### src/rtl/mips_multicycle_ctrl.sv
// Multi-cycle MIPS sequencer: accept -> DECODE -> EXEC -> MEM -> WB, one instruction at a time.
// Latency accept->retire: beq 2, R/addi 3, sw 3+w, lw 4+w cycles (w = memory wait cycles).
// Backpressure: instr_ready only in IDLE; MEM holds its strobe until mem_ready or timeout abort.
module mips_multicycle_ctrl #(
  parameter int MEM_TIMEOUT = 15,
  parameter int CNT_W       = 16
) (
  input  logic             clk,
  input  logic             reset,
  input  logic             instr_valid,
  output logic             instr_ready,
  input  logic [31:0]      instruction,
  input  logic             alu_zero,
  input  logic             mem_ready,
  output logic             ir_write,
  output logic             reg_read_en,
  output logic [4:0]       rs_addr,
  output logic [4:0]       rt_addr,
  output logic [4:0]       wr_addr,
  output logic             reg_write,
  output logic             mem_to_reg,
  output logic             alu_src_imm,
  output logic [1:0]       aluop,
  output logic             mem_read,
  output logic             mem_write,
  output logic             pc_write,
  output logic             branch_taken,
  output logic             illegal,
  output logic             busy,
  output logic [CNT_W-1:0] retired_count
);

  localparam logic [5:0] OP_R    = 6'h00;
  localparam logic [5:0] OP_LW   = 6'h23;
  localparam logic [5:0] OP_SW   = 6'h2B;
  localparam logic [5:0] OP_BEQ  = 6'h04;
  localparam logic [5:0] OP_ADDI = 6'h08;
  localparam int TW = (MEM_TIMEOUT > 1) ? $clog2(MEM_TIMEOUT) : 1;

  typedef enum logic [2:0] {S_IDLE, S_DECODE, S_EXEC, S_MEM, S_WB} state_t;

  state_t        state, state_nx;
  logic [31:0]   ir;
  logic [TW-1:0] wait_cnt;
  logic          zero_q;
  logic          timeout_q;
  logic          accept;
  logic          mem_abort;
  logic          is_r, is_lw, is_sw, is_beq, is_addi, legal;
  logic [4:0]    wr_sel;
  logic          unused_ir_bits;

  // Low IR bits (shamt/funct/immediate) are consumed by the datapath, not here.
  assign unused_ir_bits = ^ir[10:0];

  // Instruction class and destination register decoded from the latched IR.
  always_comb begin
    is_r    = (ir[31:26] == OP_R);
    is_lw   = (ir[31:26] == OP_LW);
    is_sw   = (ir[31:26] == OP_SW);
    is_beq  = (ir[31:26] == OP_BEQ);
    is_addi = (ir[31:26] == OP_ADDI);
    legal   = is_r | is_lw | is_sw | is_beq | is_addi;
    wr_sel  = is_r ? ir[15:11] : ir[20:16];
  end

  assign busy    = (state != S_IDLE);
  assign rs_addr = busy ? ir[25:21] : 5'd0;
  assign rt_addr = busy ? ir[20:16] : 5'd0;
  assign wr_addr = busy ? wr_sel    : 5'd0;

  // State register, IR, memory wait counter, branch flag and retire counter.
  always_ff @(posedge clk) begin
    if (reset) begin
      state         <= S_IDLE;
      ir            <= '0;
      wait_cnt      <= '0;
      zero_q        <= 1'b0;
      timeout_q     <= 1'b0;
      retired_count <= '0;
    end else begin
      state     <= state_nx;
      // Registered so branch_taken never has a combinational path from alu_zero.
      zero_q    <= alu_zero;
      // Abort is flagged in the cycle after the strobe drops, back in IDLE.
      timeout_q <= mem_abort;
      if (accept) ir <= instruction;
      if (state == S_MEM) wait_cnt <= wait_cnt + TW'(1);
      else                wait_cnt <= '0;
      if (pc_write) retired_count <= retired_count + CNT_W'(1);
    end
  end

  // Next-state and control outputs per state.
  always_comb begin
    state_nx     = state;
    instr_ready  = 1'b0;
    accept       = 1'b0;
    ir_write     = 1'b0;
    reg_read_en  = 1'b0;
    reg_write    = 1'b0;
    mem_to_reg   = 1'b0;
    alu_src_imm  = 1'b0;
    aluop        = 2'b00;
    mem_read     = 1'b0;
    mem_write    = 1'b0;
    pc_write     = 1'b0;
    branch_taken = 1'b0;
    illegal      = timeout_q;
    mem_abort    = 1'b0;
    case (state)
      S_IDLE: begin
        instr_ready = 1'b1;
        if (instr_valid) begin
          accept   = 1'b1;
          state_nx = S_DECODE;
        end
      end
      S_DECODE: begin
        ir_write    = 1'b1;
        reg_read_en = 1'b1;
        if (legal) begin
          state_nx = S_EXEC;
        end else begin
          illegal  = 1'b1;
          state_nx = S_IDLE;
        end
      end
      S_EXEC: begin
        alu_src_imm = is_lw | is_sw | is_addi;
        aluop       = is_beq ? 2'b01 : (is_r ? 2'b10 : 2'b00);
        if (is_beq) begin
          pc_write     = 1'b1;
          branch_taken = zero_q;
          state_nx     = S_IDLE;
        end else if (is_lw || is_sw) begin
          state_nx = S_MEM;
        end else begin
          state_nx = S_WB;
        end
      end
      S_MEM: begin
        alu_src_imm = 1'b1;
        mem_read    = is_lw;
        mem_write   = is_sw;
        if (mem_ready) begin
          if (is_lw) begin
            state_nx = S_WB;
          end else begin
            // A store retires in the same cycle memory reports completion.
            pc_write = 1'b1;
            state_nx = S_IDLE;
          end
        end else if (wait_cnt == TW'(MEM_TIMEOUT - 1)) begin
          mem_abort = 1'b1;
          state_nx  = S_IDLE;
        end
      end
      S_WB: begin
        reg_write  = (wr_sel != 5'd0);
        mem_to_reg = is_lw;
        pc_write   = 1'b1;
        state_nx   = S_IDLE;
      end
      default: state_nx = S_IDLE;
    endcase
  end

endmodule

### config.mk
export PLATFORM = sky130hd
export DESIGN_NAME = mips_multicycle_ctrl
export DESIGN_NICKNAME = d
export VERILOG_FILES = /design/src/rtl/mips_multicycle_ctrl.sv
export SDC_FILE = /design/constraint.sdc
export NUM_CORES = 1
export LEC_CHECK = 0
export CAP_MARGIN = 5
export CORE_MARGIN = 2
export CORE_UTILIZATION = 45
export DETAILED_ROUTE_END_ITERATION = 7
export GPL_TIMING_DRIVEN = 0
export PLACE_DENSITY = 0.81
export SLEW_MARGIN = 20
export SYNTH_ARGS = -nofsm -noshare
export SYNTH_HDL_FRONTEND = slang
export SYNTH_SLANG_ARGS = --single-unit
### constraint.sdc
create_clock -name clk -period 1.79 [get_ports clk]
set_input_delay 0.358 -clock clk [delete_from_list [all_inputs] [get_ports clk]]
set_output_delay 0.358 -clock clk [all_outputs]
set_load 0.01 [all_outputs]
# After elaboration in Yosys (flattened, before gate mapping)
# Cells that the tools add are included.
dict set report totals {
  regBits 57
  wordCells 67
}
dict set report classes {
  addsub 2
  n_eq_ne 11
  n_mux 33
  n_bitwise 7
  reduce_logical 8
}
# op n
set ops {}
lappend ops {{5-bit two-way mux} 4}
lappend ops {{3-bit two-way mux} 6}
lappend ops {{16-bit by 1-bit adder with 16-bit output, second input constant} 1}
lappend ops {{1-bit two-way mux} 16}
lappend ops {{6-bit equality test, second input constant} 2}
lappend ops {{3-bit one-hot mux with 4 select lines} 1}
lappend ops {{2-bit two-way mux} 4}
lappend ops {{3-bit by 2-bit equality test with 1-bit output, second input constant} 2}
lappend ops {{6-bit by 3-bit equality test with 1-bit output, second input constant} 1}
lappend ops {{6-bit by 4-bit equality test with 1-bit output, second input constant} 1}
lappend ops {{6-bit zero test} 1}
lappend ops {{1-bit bitwise OR} 6}
lappend ops {{5-bit nonzero test} 1}
lappend ops {{4-bit by 1-bit adder with 4-bit output, second input constant} 1}
lappend ops {{4-bit equality test, second input constant} 1}
lappend ops {{3-bit by 1-bit equality test with 1-bit output, second input constant} 1}
lappend ops {{3-bit equality test, second input constant} 1}
lappend ops {{3-bit zero test} 1}
lappend ops {{3-bit by 2-bit inequality test with 1-bit output, second input constant} 1}
lappend ops {{1-bit one-hot mux with 3 select lines} 1}
lappend ops {{3-bit nonzero test} 1}
lappend ops {{3-bit OR reduction} 1}
lappend ops {{2-bit inequality test, second input constant} 1}
lappend ops {{1-bit one-hot mux with 2 select lines} 1}
lappend ops {{4 further kinds} 4}

# Logic depth before layout (Yosys ltp)
dict set report depth {
  word_depth 7
  ltp_mapped 7
  ltp_nobuf 7
}

# Least setup slack after synthesis
# Ideal clock, no wire load.
dict set report synth_timing {
  path_type {register to output}
  startpoint {register state[0]}
  endpoint {output rt_addr[1]}
  t_arrival_ns 1.446
  setup_slack_ns -0.014
  stages_incl_launch_ff 5
  n_path_buf 2
  cell_sequence {dfxtp_1 > buf_6 > nor3_1 > clkbuf_1 > nor2b_1}
}
dict set report synth_via {
  elab_chain_len 2
}
# item line
set synth_rtl {}
lappend synth_rtl {{start, declared} 42} ;# state_t state, state_nx;
lappend synth_rtl {{start signal, assigned} 82} ;# state <= state_nx;
lappend synth_rtl {{3-bit nonzero test} 67} ;# assign busy = (state != S_IDLE);
lappend synth_rtl {{5-bit two-way mux} 69} ;# assign rt_addr = busy ? ir[20:16] : 5'd0;
lappend synth_rtl {{end, declared} 18} ;# output logic [4:0] rt_addr,
# No other way between the ends.

# Worst setup path in the final report
dict set report layout_timing {
  startpoint {register ir[27]}
  endpoint {output reg_write}
}
dict set report layout_via {
  elab_chain_len 4
}
# item line
set layout_rtl {}
lappend layout_rtl {{start, declared} 43} ;# logic [31:0] ir;
lappend layout_rtl {{start signal, assigned} 87} ;# if (accept) ir <= instruction;
lappend layout_rtl {{6-bit zero test} 58} ;# is_r = (ir[31:26] == OP_R);
lappend layout_rtl {{5-bit two-way mux} 64} ;# wr_sel = is_r ? ir[15:11] : ir[20:16];
lappend layout_rtl {{5-bit nonzero test} 160} ;# reg_write = (wr_sel != 5'd0);
lappend layout_rtl {{1-bit two-way mux} 111} ;# case (state)
lappend layout_rtl {{end, declared} 20} ;# output logic reg_write,
# No other way between the ends.

==> results.cfg <==
[power_and_ir_drop]
p_leak_nw = 1.42
p_per_area_nw_per_um2 = 653
peakVddDrop_v = 0.000506

[synthesis]
synthFlopType = dfxtp_1
syn_inst = 289
ys_warn_count = 0
yosysUniqueCellTypes = 41
synth_nets = 329
avgSynthCellArea_um2 = 7.88
synth_seq_area_share_pct = 40.4
synth-seq-cells = 46
async_flop_share_pct = 0
synth_edf_count = 0
netlist_area_um2 = 2280

[worst_setup_path]
endpoint_kind = output port
r2r-start = state[1]$_SDFFE_PP0P_
slowest_stage = dfxtp_4
critical_path_class = reg -> out
crit_required_ns = 1.43
max_stage_delay_ns = 0.37
cp-start-kind = register
cp-startpoint = ir[27]$_SDFFE_PP0P_
r2r-end = retired_count[5]$_SDFFE_PP0P_
path_cells = nor3_4 > clkbuf_8 > buf_12 > nand2_4 > a211oi_2 > buf_2
reg2reg_depth = 8
regToRegSetupSlack_ns = -0.09
worstPathMaxFanout = 8
path_delay_family = buffers and inverters
arrival_ns = 1.60
critPathBufInv = 3

[place]
place_area_um2 = 3060
dp_hpwl_um = 4070
place_ws_ns = -0.655
portBuffers = 69
dpl.cell_count = 425
place_congestion = 0.860

[timing]
worstMarginPinSlew_ns = 0.547
rsz0062_at_grt = true
final.setup.tns_ns = -1.98
setup_viol = 23
clock-skew-final_ns = 0.00510
slew_headroom_pct = 63.5
hold_violations = 0
max_freq_mhz = 512
fin_ws_ns = -0.164
fin_crit_ns = 1.95
holdWs_ns = 0.456
drv_slew = 0
fin_crit_sh_pct = 109

[drt]
via_per_inst = 5.46
ant_nets = 0
vias = 2552
drt_iter0_drc = 128
drt_wl_total_um = 7210
detail_route.wl_per_cell_um = 15.4
dr.pass1.iters = 4
drc_errors = 0

[hold_path]
worstHoldPathType = reg -> reg
worstHoldStart = ir[23]$_SDFFE_PP0P_
hold_end = ir[23]$_SDFFE_PP0P_
whs_path_depth = 2

[flow_run]
max_cap_violations = 0

[grt]
grt_overflow = 0
grt_pass1_wl_um = 10500
first_global_vias = 2317
grt_max_degree = 15
antenna_found_initial = 0
grtUsageTotal_pct = 24.4

[clocking]
cts_tree = built
clk_latency_ns = 0.31
cts_htree_levels = 2
cts_buffers = 5
clk_pin_slew_worst_paths_ns = 0.08
clock_path_buffers = 2
clock-root-buffer = clkbuf_8
cts_hold_buf = 0
clkSinkCount = 46

[finish]
drive_gt1_share_pct = 33.0
final_cell_mix = nand2_1, clkdlybuf4s50_1, dfxtp_1
syn2layout_area_growth_pct = 60.4
num-nets-final = 439
stdcell_count = 467
fill_cells = 323
final_common_cell = nand2_1
antenna_cells = 0
fin_area_um2 = 3650

[floorplan]
initial_utilization_pct = 47.6
fp.dieH_um = 75.1
die_w_um = 75.1
core_area_um2 = 4790
io_pins = 82
die_area_um2 = 5650
row_count = 25

[outcome]
outcome = complete, but fails checks
violations = setup timing
[per-layer routing]
metal	track usage [%]	part of all wire, %	up-vias
met5	0	0	-
met4	10.9	4.0	0
met3	5.76	6.3	29
met2	42.5	50	111
met1	28.3	40	1206
li1	-	-	1206
[report_power, final]
group          internal (mW)  total, mW  switching, mW
Combinational          0.270      0.514          0.244
Sequential              1.06       1.10         0.0451
Clock                  0.411      0.768          0.358
[cells by family after synthesis]
group	count (synthesis)	synth area share (%)
xor gates and xnor gates	15	5.77
and+or+nand+nor	144	30.6
muxes	1	0.440
buffers and inverters	28	6.43
AOI/OAI and AO/OA	52	14.7
DFF	46	40.4
adders and majority gates	3	1.65
[metrics by stage]
step,power [mW],utilization [%]
5_1_grt,2.48,76.3
4_1_cts,2.34,72.5
3_3_place_gp,1.46,63.9
2_1_floorplan,1.31,-
6_report,2.39,76.3
3_5_place_dp,1.47,63.9
[state kept, by name, summed over array words and instances (netlist names)]
signal	flops
wait_cnt	4
retired_count	16
zero_q	1
state	3
ir	21
timeout_q	1
[worst register-to-register path, delay by kind of cell, from the launching register on]
| family | cells | cell delay, ns |
|---|---|---|
| buffers and inverters | 3 | 0.43 |
| XOR/XNOR | 1 | 0.16 |
| AO/OA/AOI/OAI | 1 | 0.29 |
| flip-flops | 1 | 0.40 |
| AND/OR/NAND/NOR | 3 | 0.47 |
[Yosys cell counts (all sizes together), types with 2 or more instances]
library cell  instances  area share [%]
a21o                  2            0.66
a311oi                9             4.0
a31oi                 3            0.82
or4                   2            0.66
dfxtp                46              40
nand4                 3             1.1
a21oi                31             6.8
clkbuf               10             1.6
ha                    3             1.6
and2b                 4             1.3
buf                   9             3.3
and2                  3            0.82
nand3                18             4.0
nand2                60             9.9
xnor2                14             5.4
nor2b                 8             2.2
inv                   9             1.5
nor2                 27             4.5
and3                  3            0.82
nor3                  8             2.3
and4                  2            0.77
[worst max path at each step]
stage,depth (start not counted),end,slack [ns]
CTS,6,alu_src_imm,-0.20
finish,6,reg_write,-0.16
detailed placement,6,pc_write,-0.66
global placement,6,pc_write,-0.67
global route,6,reg_write,-0.25
floorplan,4,reg_write,0.02
[cell type report]
type	count	area [µm²]	share of cell area, %
plain buffers	15	113	3.08
clock buffers	5	68.8	1.88
clock inverters	3	40.0	1.10
inverters	9	33.8	0.925
multi-input cells	215	1440	39.5
flip-flops and latches	46	953	26.1
well taps	67	83.8	2.30
repair buffers	107	916	25.1
[timing repair]
item,in CTS,in global routing
setup buffers,27,14
gates resized for setup,153,41
pin swaps,11,16
gates cloned,0,0
setup endpoints to repair,31,38
Note: power is estimated with default switching activity, not from simulation.
